**config.mk**
```make
export PLATFORM = sky130hd
export DESIGN_NAME = lsu_mem_initiator
export DESIGN_NICKNAME = d
export VERILOG_FILES = /design/src/rtl/lsu_mem_initiator.sv
export SDC_FILE = /design/constraint.sdc
export NUM_CORES = 1
export LEC_CHECK = 0
export ABC_CLOCK_PERIOD_IN_PS = 1770
export BUFFER_PORTS_ARGS = -buffer_cell sky130_fd_sc_hd__buf_2
export CAP_MARGIN = 20
export CORE_MARGIN = 4
export CORE_UTILIZATION = 47
export DETAILED_ROUTE_END_ITERATION = 16
export GPL_TIMING_DRIVEN = 0
export PLACE_DENSITY = 0.84
export SLEW_MARGIN = 20
export SYNTH_ARGS = -nofsm -noshare
export SYNTH_HDL_FRONTEND = slang
export SYNTH_SLANG_ARGS = --single-unit
```
**constraint.sdc**
```tcl
create_clock -name clk -period 1.77 [get_ports clk]
set_clock_uncertainty 0.15 [all_clocks]
set_input_delay 0.354 -clock clk [delete_from_list [all_inputs] [get_ports clk]]
set_output_delay 0.354 -clock clk [all_outputs]
set_load 0.05 [all_outputs]
```
**src/rtl/lsu_mem_initiator.sv**
```systemverilog
// Load/store initiator: drives a single-word memory port with lane extraction,
// read-modify-write for sub-word stores, misalignment checks and a response timeout.
module lsu_mem_initiator #(
    parameter int TIMEOUT_CYCLES = 64
) (
    input  logic        clk,
    input  logic        rst_n,
    input  logic        req_valid,
    output logic        req_ready,
    input  logic        req_we,
    input  logic [1:0]  req_size,
    input  logic        req_unsigned,
    input  logic [23:0] req_addr,
    input  logic [31:0] req_wdata,
    output logic        resp_valid,
    output logic [31:0] resp_rdata,
    output logic        resp_err,
    output logic [23:0] mem_addr,
    output logic        mem_we,
    output logic [31:0] mem_wdata,
    output logic        mem_enable,
    input  logic        mem_ready,
    input  logic [31:0] mem_rdata
);

    typedef enum logic [2:0] {
        IDLE,
        RD_WAIT,
        RMW_RD_WAIT,
        WR_WAIT,
        RESP
    } state_e;

    localparam int CW = $clog2(TIMEOUT_CYCLES + 1);
    localparam logic [CW-1:0] CNT_LAST = CW'(TIMEOUT_CYCLES - 1);

    state_e        state_q, state_d;
    logic [1:0]    size_q, size_d;
    logic          uns_q, uns_d;
    logic [23:0]   addr_q, addr_d;
    logic [31:0]   sdata_q, sdata_d;
    logic [31:0]   wdata_q, wdata_d;
    logic [CW-1:0] cnt_q, cnt_d;
    logic          en_q, en_d;
    logic [31:0]   rdata_q, rdata_d;
    logic          err_q, err_d;

    logic          bad_req;
    logic          tmo;
    logic [7:0]    ld_byte;
    logic [15:0]   ld_half;
    logic [31:0]   ld_data;
    logic [31:0]   merged;

    always_comb begin
        bad_req = 1'b0;
        unique case (req_size)
            2'b00:   bad_req = 1'b0;
            2'b01:   bad_req = req_addr[0];
            2'b10:   bad_req = |req_addr[1:0];
            default: bad_req = 1'b1;
        endcase
    end

    assign tmo = (cnt_q == CNT_LAST);

    always_comb begin
        ld_byte = 8'h00;
        unique case (addr_q[1:0])
            2'b00:   ld_byte = mem_rdata[7:0];
            2'b01:   ld_byte = mem_rdata[15:8];
            2'b10:   ld_byte = mem_rdata[23:16];
            default: ld_byte = mem_rdata[31:24];
        endcase
        ld_half = addr_q[1] ? mem_rdata[31:16] : mem_rdata[15:0];
        ld_data = mem_rdata;
        unique case (size_q)
            2'b00:   ld_data = {{24{~uns_q & ld_byte[7]}}, ld_byte};
            2'b01:   ld_data = {{16{~uns_q & ld_half[15]}}, ld_half};
            default: ld_data = mem_rdata;
        endcase
    end

    // Only the addressed lane is replaced; the rest comes from the read word.
    always_comb begin
        merged = mem_rdata;
        if (size_q == 2'b01) begin
            if (addr_q[1]) merged[31:16] = sdata_q[15:0];
            else           merged[15:0]  = sdata_q[15:0];
        end else begin
            unique case (addr_q[1:0])
                2'b00:   merged[7:0]   = sdata_q[7:0];
                2'b01:   merged[15:8]  = sdata_q[7:0];
                2'b10:   merged[23:16] = sdata_q[7:0];
                default: merged[31:24] = sdata_q[7:0];
            endcase
        end
    end

    always_comb begin
        state_d = state_q;
        size_d  = size_q;
        uns_d   = uns_q;
        addr_d  = addr_q;
        sdata_d = sdata_q;
        wdata_d = wdata_q;
        cnt_d   = cnt_q;
        en_d    = 1'b0;
        rdata_d = rdata_q;
        err_d   = err_q;
        unique case (state_q)
            IDLE: begin
                if (req_valid) begin
                    size_d  = req_size;
                    uns_d   = req_unsigned;
                    addr_d  = req_addr;
                    sdata_d = req_wdata;
                    cnt_d   = '0;
                    rdata_d = 32'h0;
                    err_d   = 1'b0;
                    if (bad_req) begin
                        state_d = RESP;
                        err_d   = 1'b1;
                    end else if (!req_we) begin
                        state_d = RD_WAIT;
                        en_d    = 1'b1;
                    end else if (req_size == 2'b10) begin
                        state_d = WR_WAIT;
                        en_d    = 1'b1;
                        wdata_d = req_wdata;
                    end else begin
                        state_d = RMW_RD_WAIT;
                        en_d    = 1'b1;
                    end
                end
            end
            RD_WAIT: begin
                if (mem_ready) begin
                    state_d = RESP;
                    rdata_d = ld_data;
                end else if (tmo) begin
                    state_d = RESP;
                    err_d   = 1'b1;
                end else begin
                    cnt_d = cnt_q + 1'b1;
                end
            end
            RMW_RD_WAIT: begin
                if (mem_ready) begin
                    state_d = WR_WAIT;
                    wdata_d = merged;
                    en_d    = 1'b1;
                    cnt_d   = '0;
                end else if (tmo) begin
                    state_d = RESP;
                    err_d   = 1'b1;
                end else begin
                    cnt_d = cnt_q + 1'b1;
                end
            end
            WR_WAIT: begin
                if (mem_ready) begin
                    state_d = RESP;
                end else if (tmo) begin
                    state_d = RESP;
                    err_d   = 1'b1;
                end else begin
                    cnt_d = cnt_q + 1'b1;
                end
            end
            RESP: begin
                state_d = IDLE;
                rdata_d = 32'h0;
                err_d   = 1'b0;
            end
            default: state_d = IDLE;
        endcase
    end

    always_ff @(posedge clk or negedge rst_n) begin
        if (!rst_n) begin
            state_q <= IDLE;
            size_q  <= 2'b00;
            uns_q   <= 1'b0;
            addr_q  <= 24'h0;
            sdata_q <= 32'h0;
            wdata_q <= 32'h0;
            cnt_q   <= '0;
            en_q    <= 1'b0;
            rdata_q <= 32'h0;
            err_q   <= 1'b0;
        end else begin
            state_q <= state_d;
            size_q  <= size_d;
            uns_q   <= uns_d;
            addr_q  <= addr_d;
            sdata_q <= sdata_d;
            wdata_q <= wdata_d;
            cnt_q   <= cnt_d;
            en_q    <= en_d;
            rdata_q <= rdata_d;
            err_q   <= err_d;
        end
    end

    assign req_ready  = (state_q == IDLE);
    assign resp_valid = (state_q == RESP);
    assign resp_rdata = rdata_q;
    assign resp_err   = err_q;
    assign mem_addr   = {addr_q[23:2], 2'b00};
    assign mem_we     = (state_q == WR_WAIT);
    assign mem_wdata  = wdata_q;
    assign mem_enable = en_q;

endmodule

```
; Word-level counts from Yosys, hierarchy flattened
; Cells that the tools add are included.
[word_totals]
reg_bits = 119
elab_cells = 92
in_bits = 96
[classes]
n_eq_ne = 19
reduce_logical = 17
mux = 42
bitwise = 3
n_addsub = 1
[op_table]
columns = cell, count
row1 = $mux 32, 8
row2 = $pmux 32 s2, 2
row3 = $pmux 32 s3, 1
row4 = $mux 16, 3
row5 = $mux 8, 4
row6 = $mux 7, 4
row7 = $pmux 8 s3, 1
row8 = $pmux 7 s3, 1
row9 = $mux 3, 5
row10 = $ne 2x2->1 const B, 6
row11 = $pmux 3 s3, 1
row12 = $reduce_bool 3->1, 3
row13 = $mux 1, 8
row14 = $add 7x1->7 const B, 1
row15 = $eq 7x6->1 const B, 1
row16 = $eq 2x1->1 const B, 3
row17 = $eq 3x2->1 const B, 2
row18 = $logic_not 2->1, 3
row19 = $ne 2x1->1 const B, 3
row20 = $pmux 1 s3, 2
row21 = $reduce_and 3->1, 2
row22 = $reduce_and 6->1, 1
row23 = $reduce_or 3->1, 2
row24 = $eq 2x2->1 const B, 2
row25 = 11 further kinds, 13

; Longest topological paths before layout
; Gate-level depths: netlist of run 1.
[depth]
word_depth = 6
depth_mapped = 8
mapped_depth_nobuf = 5

; Least setup slack after synthesis of run 1
; No wires, ideal clock.
[synth_timing]
path_type = register to register
start = register state_q[1]
end = register addr_q[13]
arrival_time_ps = 1862
required_time_ps = 1493
stages_incl_launch_ff = 8
n_path_buf = 3
setup_slack_ps = -370
period_less_slack_ps = 2140
path_cell_list = dfrtp_1 -> buf_6 -> or3_4 -> inv_2 -> and2_1 -> buf_6 -> buf_6 -> mux2_1
[synth_between]
elab_chain_cells = 2
[synth_rtl]
columns = element, line_no
row1 = "start, declared", 37  ; state_e state_q, state_d;
row2 = "start signal, assigned", 193  ; state_q <= state_d;
row3 = $logic_not 3->1, --
row4 = named net req_ready, 9  ; output logic req_ready,
row5 = $reduce_and 2->1 (no line), --
row6 = "end signal, assigned", 196  ; addr_q <= addr_d;
row7 = "end, declared", 40  ; logic [23:0] addr_q, addr_d;
; The timed path passes the listed nets, and every way through them passes these cells.
; A chain may end at the register's enable or synchronous reset.

; Worst setup path after layout of run 1
[layout_timing]
start = register state_q[0]
end = output port mem_we
[layout_between]
elab_chain_cells = 1
[layout_rtl]
columns = element, line_no
row1 = $eq 3x2->1, 211  ; assign mem_we = (state_q == WR_WAIT);
row2 = "end, declared", 19  ; output logic mem_we,
; Every way passes these cells.

==> results.toml, run 1 <==
[final_layout]
layout_common_cells = "189 x buf_2, 116 x dfrtp_1, 57 x mux2_4"
nets = 963
drive_gt1_share_pct = 58.5
fill_cells = 853
regArea_sq_um = 2980
final_area_sq_um = 9690
final_common_cell = "buf_2"
multiInputGateArea_sq_um = 3780
area_delta_synth_final_pct = 50.8

[drt]
drcViolationCount = 0
detail-route-antenna-nets = 0
wirelength_microns = 24300
vias_per_cell = 6.23
drt_iter0_markers = 737
first_pass_iters = 5
vias = 6568
wire_per_inst_microns = 23.1

[clock_tree]
root_buffer = "clkbuf_16"
clock_path_buffers = 2
cts_buffers = 17
cts_tree = "built"
insertion_delay_ns = 0.43
clock_sinks = 119
clk_pin_slew_ns = 0.05
htreeDepth = 4

[setup_path]
cp.arrival_ns = 1.54
path_common_cell = "buf_6"
end_kind = "output port"
cp-start-kind = "flop"
slowest_delay_ns = 0.44
cp_data_required_time_ns = 1.27
cp_slowest_cell = "dfrtp_2"
path_class = "flop to output port"
crit_chain = "buf_6, inv_1, nor2_2, buf_6"
worstPathMaxFanout = 10

[yosys]
synth-seq-cells = 119
yosys.area.top_type = "dfrtp_1"
synth_cell_types = 61
synth_seq_area_share_pct = 46.3
syn_area_sq_um = 6420
post_synth.cell_area_avg_sq_um = 10.5
yosysTopAreaCellShare_pct = 46.3
yosysWarningCount = 0
async_reset_ff_share_pct = 100
synth_edf_count = 0
synthCells = 611
ys.flop_type = "dfrtp_1"
synth_area_leaders = "dfrtp_1 46%, mux2_1 7.0%, mux2_2 6.0%"

[placement]
hpwl_microns = 15000
place_area_sq_um = 7790
dp_slack_ns = -0.326
gp_congestion = 0.923
io_buffers = 186

[power_and_ir_drop]
powerDensity_nw_per_um2 = 2320
ir_worst_vdd_mv = 1.39
cellLeakagePower_nw = 4.51

[timing]
fin_crit_ns = 2.04
fin_ws_ns = -0.274
fin_crit_sh_pct = 116
finalSetupTns_ns = -20.07
finalMaxSlewViolations = 0
setup_viol = 97
worstMarginPinSlew_ns = 0.637
hold_viol = 0
slew_headroom_pct = 57.5
holdWs_ns = 0.00907
grt_setup_unrepaired = "true"
fmax_mhz = 489

[die]
die_y_microns = 125
dieArea_sq_um = 15600
io_pins = 189
initial_core_util_pct = 48.3
core_sq_um = 13300
placementRows = 42
die_w_microns = 125

[grt]
antenna_found_initial = 2
grt_max_degree = 71
overflow = 0
grt_pass1_wl_microns = 33800
grt_pass1_vias = 6146
track_usage_pct = 27.5

[run_status]
violations = "setup timing"
status = "complete, but fails checks"

[flow_run]
maxCapViolations = 0

[worst_hold_path]
hp-class = "primary input to flop"
[power breakdown]
group / internal, mW / leakage (nW) / switching (mW)
clock: 1.99 / 0.269 / 1.21
sequential: 3.87 / 1.48 / 0.878
combinational: 5.91 / 2.76 / 8.64
[kinds of logic (layout without fill, tap and decap cells)]
logic type | count (synthesis) | after routing | share of synthesized area [%]
adder cells (fa/ha/maj) | 1 | 1 | 0.195
buffers and inverters | 77 | 342 | 7.50
flip-flops | 119 | 119 | 46.3
AO/OA/AOI/OAI | 186 | 186 | 20.9
multiplexers | 77 | 77 | 13.6
AND/OR/NAND/NOR | 150 | 150 | 11.5
other | 1 | 4 | 0.0584
[final timing paths]
path                            slack [ns]                          to  cells past startpoint                      start
worst max-delay path                 -0.27                      mem_we                      4     state_q[0]$_DFFE_PN0P_
worst min-delay path                 0.009      addr_q[15]$_DFFE_PN0P_                      2               req_addr[15]
worst max register to register       -0.27  resp_rdata[28]$_DFFE_PN0P_                      6     state_q[2]$_DFFE_PN0P_
worst min register to register        0.34   resp_rdata[9]$_DFFE_PN0P_                      1  resp_rdata[9]$_DFFE_PN0P_
max in group asynchronous             0.44      state_q[0]$_DFFE_PN0P_                      3                      rst_n
min in group asynchronous             0.28   mem_wdata[17]$_DFFE_PN0P_                      2                      rst_n
[routing by layer]
| layer | GRT usage, % | vias up | share of wire [%] |
|---|---|---|---|
| met5 | 0 | - | 0 |
| met4 | 10.4 | 0 | 5.3 |
| met3 | 7.59 | 115 | 9.5 |
| met2 | 44.8 | 443 | 48 |
| met1 | 35.0 | 3247 | 37 |
| li1 | - | 2763 | - |
[synth_stat cells (3+ instances only)]
cell	n
dfrtp_1	119
nor2_1	58
mux2_1	40
o21ai_0	38
a21oi_1	34
mux2_2	34
nand2_1	33
buf_4	27
o31ai_1	25
o221ai_1	23
buf_2	19
nand2b_1	19
a31oi_1	18
a221o_1	16
clkbuf_1	13
buf_6	9
a32o_1	8
nor3b_1	6
inv_1	5
or2b_1	5
and2_1	4
nor2b_1	4
nor3_1	4
a211o_1	3
nand3_1	3
[critical path, delay by kind of cell (launching register included)]
family | cells | cell delay (ns)
simple gates | 1 | 0.16
flops | 1 | 0.44
buf+inv | 3 | 0.51
[area by class of cell]
type                    instances  area share, %
diodes                          2         0.0516
plain buffers                  64           6.04
clock buffers                  27           5.40
clock inverters                 3          0.155
inverters                       8          0.426
multi-input cells             416           39.0
flip-flops and latches        119           30.8
well taps                     176           2.27
repair buffers                240           15.9
[per-stage QoR]
| stage | utilization [%] | power (mW) | cells |
|---|---|---|---|
| finish | 72.9 | 22.5 | 1055 |
| global route | 72.9 | 23.2 | 1055 |
| CTS | 68.5 | 20.4 | 1043 |
| detailed placement | 58.6 | 15.1 | 975 |
| global placement | 58.4 | 14.9 | 974 |
| floorplan | - | 12.6 | 612 |
[flip-flops by register name, indices dropped and copies added (netlist names)]
| register | flops |
|---|---|
| addr_q | 24 |
| mem_wdata | 32 |
| uns_q | 1 |
| mem_enable | 1 |
| resp_err | 1 |
| resp_rdata | 32 |
| size_q | 2 |
| cnt_q | 7 |
| sdata_q | 16 |
| state_q | 3 |
[repair_timing]
item                                    CTS  global route
endpoints found under the setup margin  117           117
pin swaps                                34            35
endpoints found under the hold margin    52             0
hold buffers                              4             0
cloned                                    4             3
resized for setup                       131           137
setup buffers                            34            10
No activity file was read; power rests on OpenSTA's default activity.
==> inputs of run 2 (changes only) <==
Settings changed: BUFFER_PORTS_ARGS -buffer_cell sky130_fd_sc_hd__buf_2 to -buffer_cell sky130_fd_sc_hd__clkbuf_2.
==> results.toml, run 2 (same netlist as run 1, synthesis figures left out) <==
[run_status]
status = "complete, but fails checks"
violations = "hold timing, setup timing"

[drt]
wirelength_met1_microns = 9610
vias_per_cell = 6.34
detail-route-antenna-nets = 0
wirelength_microns = 26400
drt_iter0_markers = 805
route.met3.wl_microns = 2650
drcViolationCount = 0
first_pass_iters = 5
top_layer = "met4"
vias = 6742
met2_length_microns = 12600
wire_per_inst_microns = 24.8

[grt]
track_usage_pct = 30.0
antenna_found_initial = 1
grt_pass1_vias = 6571
grt_pass1_wl_microns = 36900
grt_max_degree = 73
overflow = 0

[setup_path]
end_kind = "output port"
cp.arrival_ns = 1.57
cp-start-kind = "flop"
path_class = "flop to output port"
worstPathMaxFanout = 5
cp_num_buf_inv = 2
cp_slowest_cell = "dfrtp_2"
slowest_delay_ns = 0.45
crit_chain = "or3_4, inv_8, clkbuf_16"
cp_top_family = "flip-flops"
cp_data_required_time_ns = 1.27

[final_layout]
final_util_pct = 75.2
drive_gt1_share_pct = 59.1
final_common_cell = "clkbuf_2"
area_delta_synth_final_pct = 55.7
nets = 970
final_area_sq_um = 10000
layout_common_cells = "183 x clkbuf_2, 116 x dfrtp_1, 54 x buf_4"

[die]
placementRows = 42
core_sq_um = 13300
die_y_microns = 125
initial_core_util_pct = 48.3
die_w_microns = 125
io_pins = 189
dieArea_sq_um = 15600

[timing]
grt_setup_unrepaired = "true"
worstMarginPinSlew_ns = 0.681
holdWs_ns = -0.00198
slew_headroom_pct = 54.3
fin_crit_ns = 2.07
fin_ws_ns = -0.299
fin_crit_sh_pct = 117
setup_viol = 115
fmax_mhz = 483
hold_viol = 1
finalMaxSlewViolations = 0

[placement]
io_buffers = 186
hpwl_microns = 15300
place_area_sq_um = 7790
gp_congestion = 0.921

[worst_hold_path]
hp-class = "primary input to flop"

[power_and_ir_drop]
total_power_mw = 23.8
powerDensity_nw_per_um2 = 2380
cellLeakagePower_nw = 4.58
ir_worst_vdd_mv = 1.47

[clock_tree]
root_buffer = "clkbuf_16"
clock_sinks = 119
clock_path_buffers = 2
clk_pin_slew_ns = 0.06
htreeDepth = 4
cts_tree = "built"
cts_buffers = 17
insertion_delay_ns = 0.44

[flow_run]
maxCapViolations = 0
run 2: worst paths after layout:
check	startpoint	end	slack, ns	cells after the start
setup / recovery	state_q[2]$_DFFE_PN0P_	req_ready	-0.30	3
hold reg to reg	addr_q[15]$_DFFE_PN0P_	addr_q[15]$_DFFE_PN0P_	0.33	1
max in group asynchronous	rst_n	size_q[0]$_DFFE_PN0P_	0.49	3
hold / removal	req_addr[20]	addr_q[20]$_DFFE_PN0P_	-0.002	2
setup reg to reg	addr_q[1]$_DFFE_PN0P_	resp_rdata[25]$_DFFE_PN0P_	-0.28	6
min in group asynchronous	rst_n	mem_wdata[17]$_DFFE_PN0P_	0.27	2
run 2: final cells by class:
type	count	area (sq um)
multi-input cells	416	3920
fillers	787	3290
flip-flops and latches	119	2980
repair buffers	246	1660
plain buffers	65	601
clock buffers	22	454
well taps	176	220
clock inverters	10	128
inverters	8	41.3
diodes	1	2.50
run 2: layer usage:
metal,track usage (%),up-vias
met2,48.1,512
met4,15.5,0
li1,-,2786
met5,0,-
met1,37.5,3298
met3,8.06,146
run 2: through the flow:
stage	setup WS (ns)	TNS [ns]	hold WS, ns	std cells
2_1_floorplan	-0.191	-8.22	-0.0916	612
3_3_place_gp	-1.57	-205.98	0.310	974
3_5_place_dp	-0.340	-23.41	0.170	975
6_report	-0.299	-21.60	-0.00198	1063
4_1_cts	-0.288	-15.18	0.00152	1054
5_1_grt	-0.348	-24.91	-0.00260	1063
run 2: report_power, final:
group / internal (mW) / leakage, nW / total [mW] / switching [mW]
clock network: 2.23 / 0.287 / 3.50 / 1.27
registers: 3.87 / 1.48 / 4.86 / 0.998
logic: 6.20 / 2.81 / 15.4 / 9.23
total: 12.3 / 4.58 / 23.8 / 11.5
run 2: repair_timing:
item,CTS,global route
hold buffers,8,0
setup endpoints to repair,116,120
pin swaps,37,28
buffers inserted,34,11
resized for setup,188,115
gates cloned,8,1
endpoints found under the hold margin,54,0
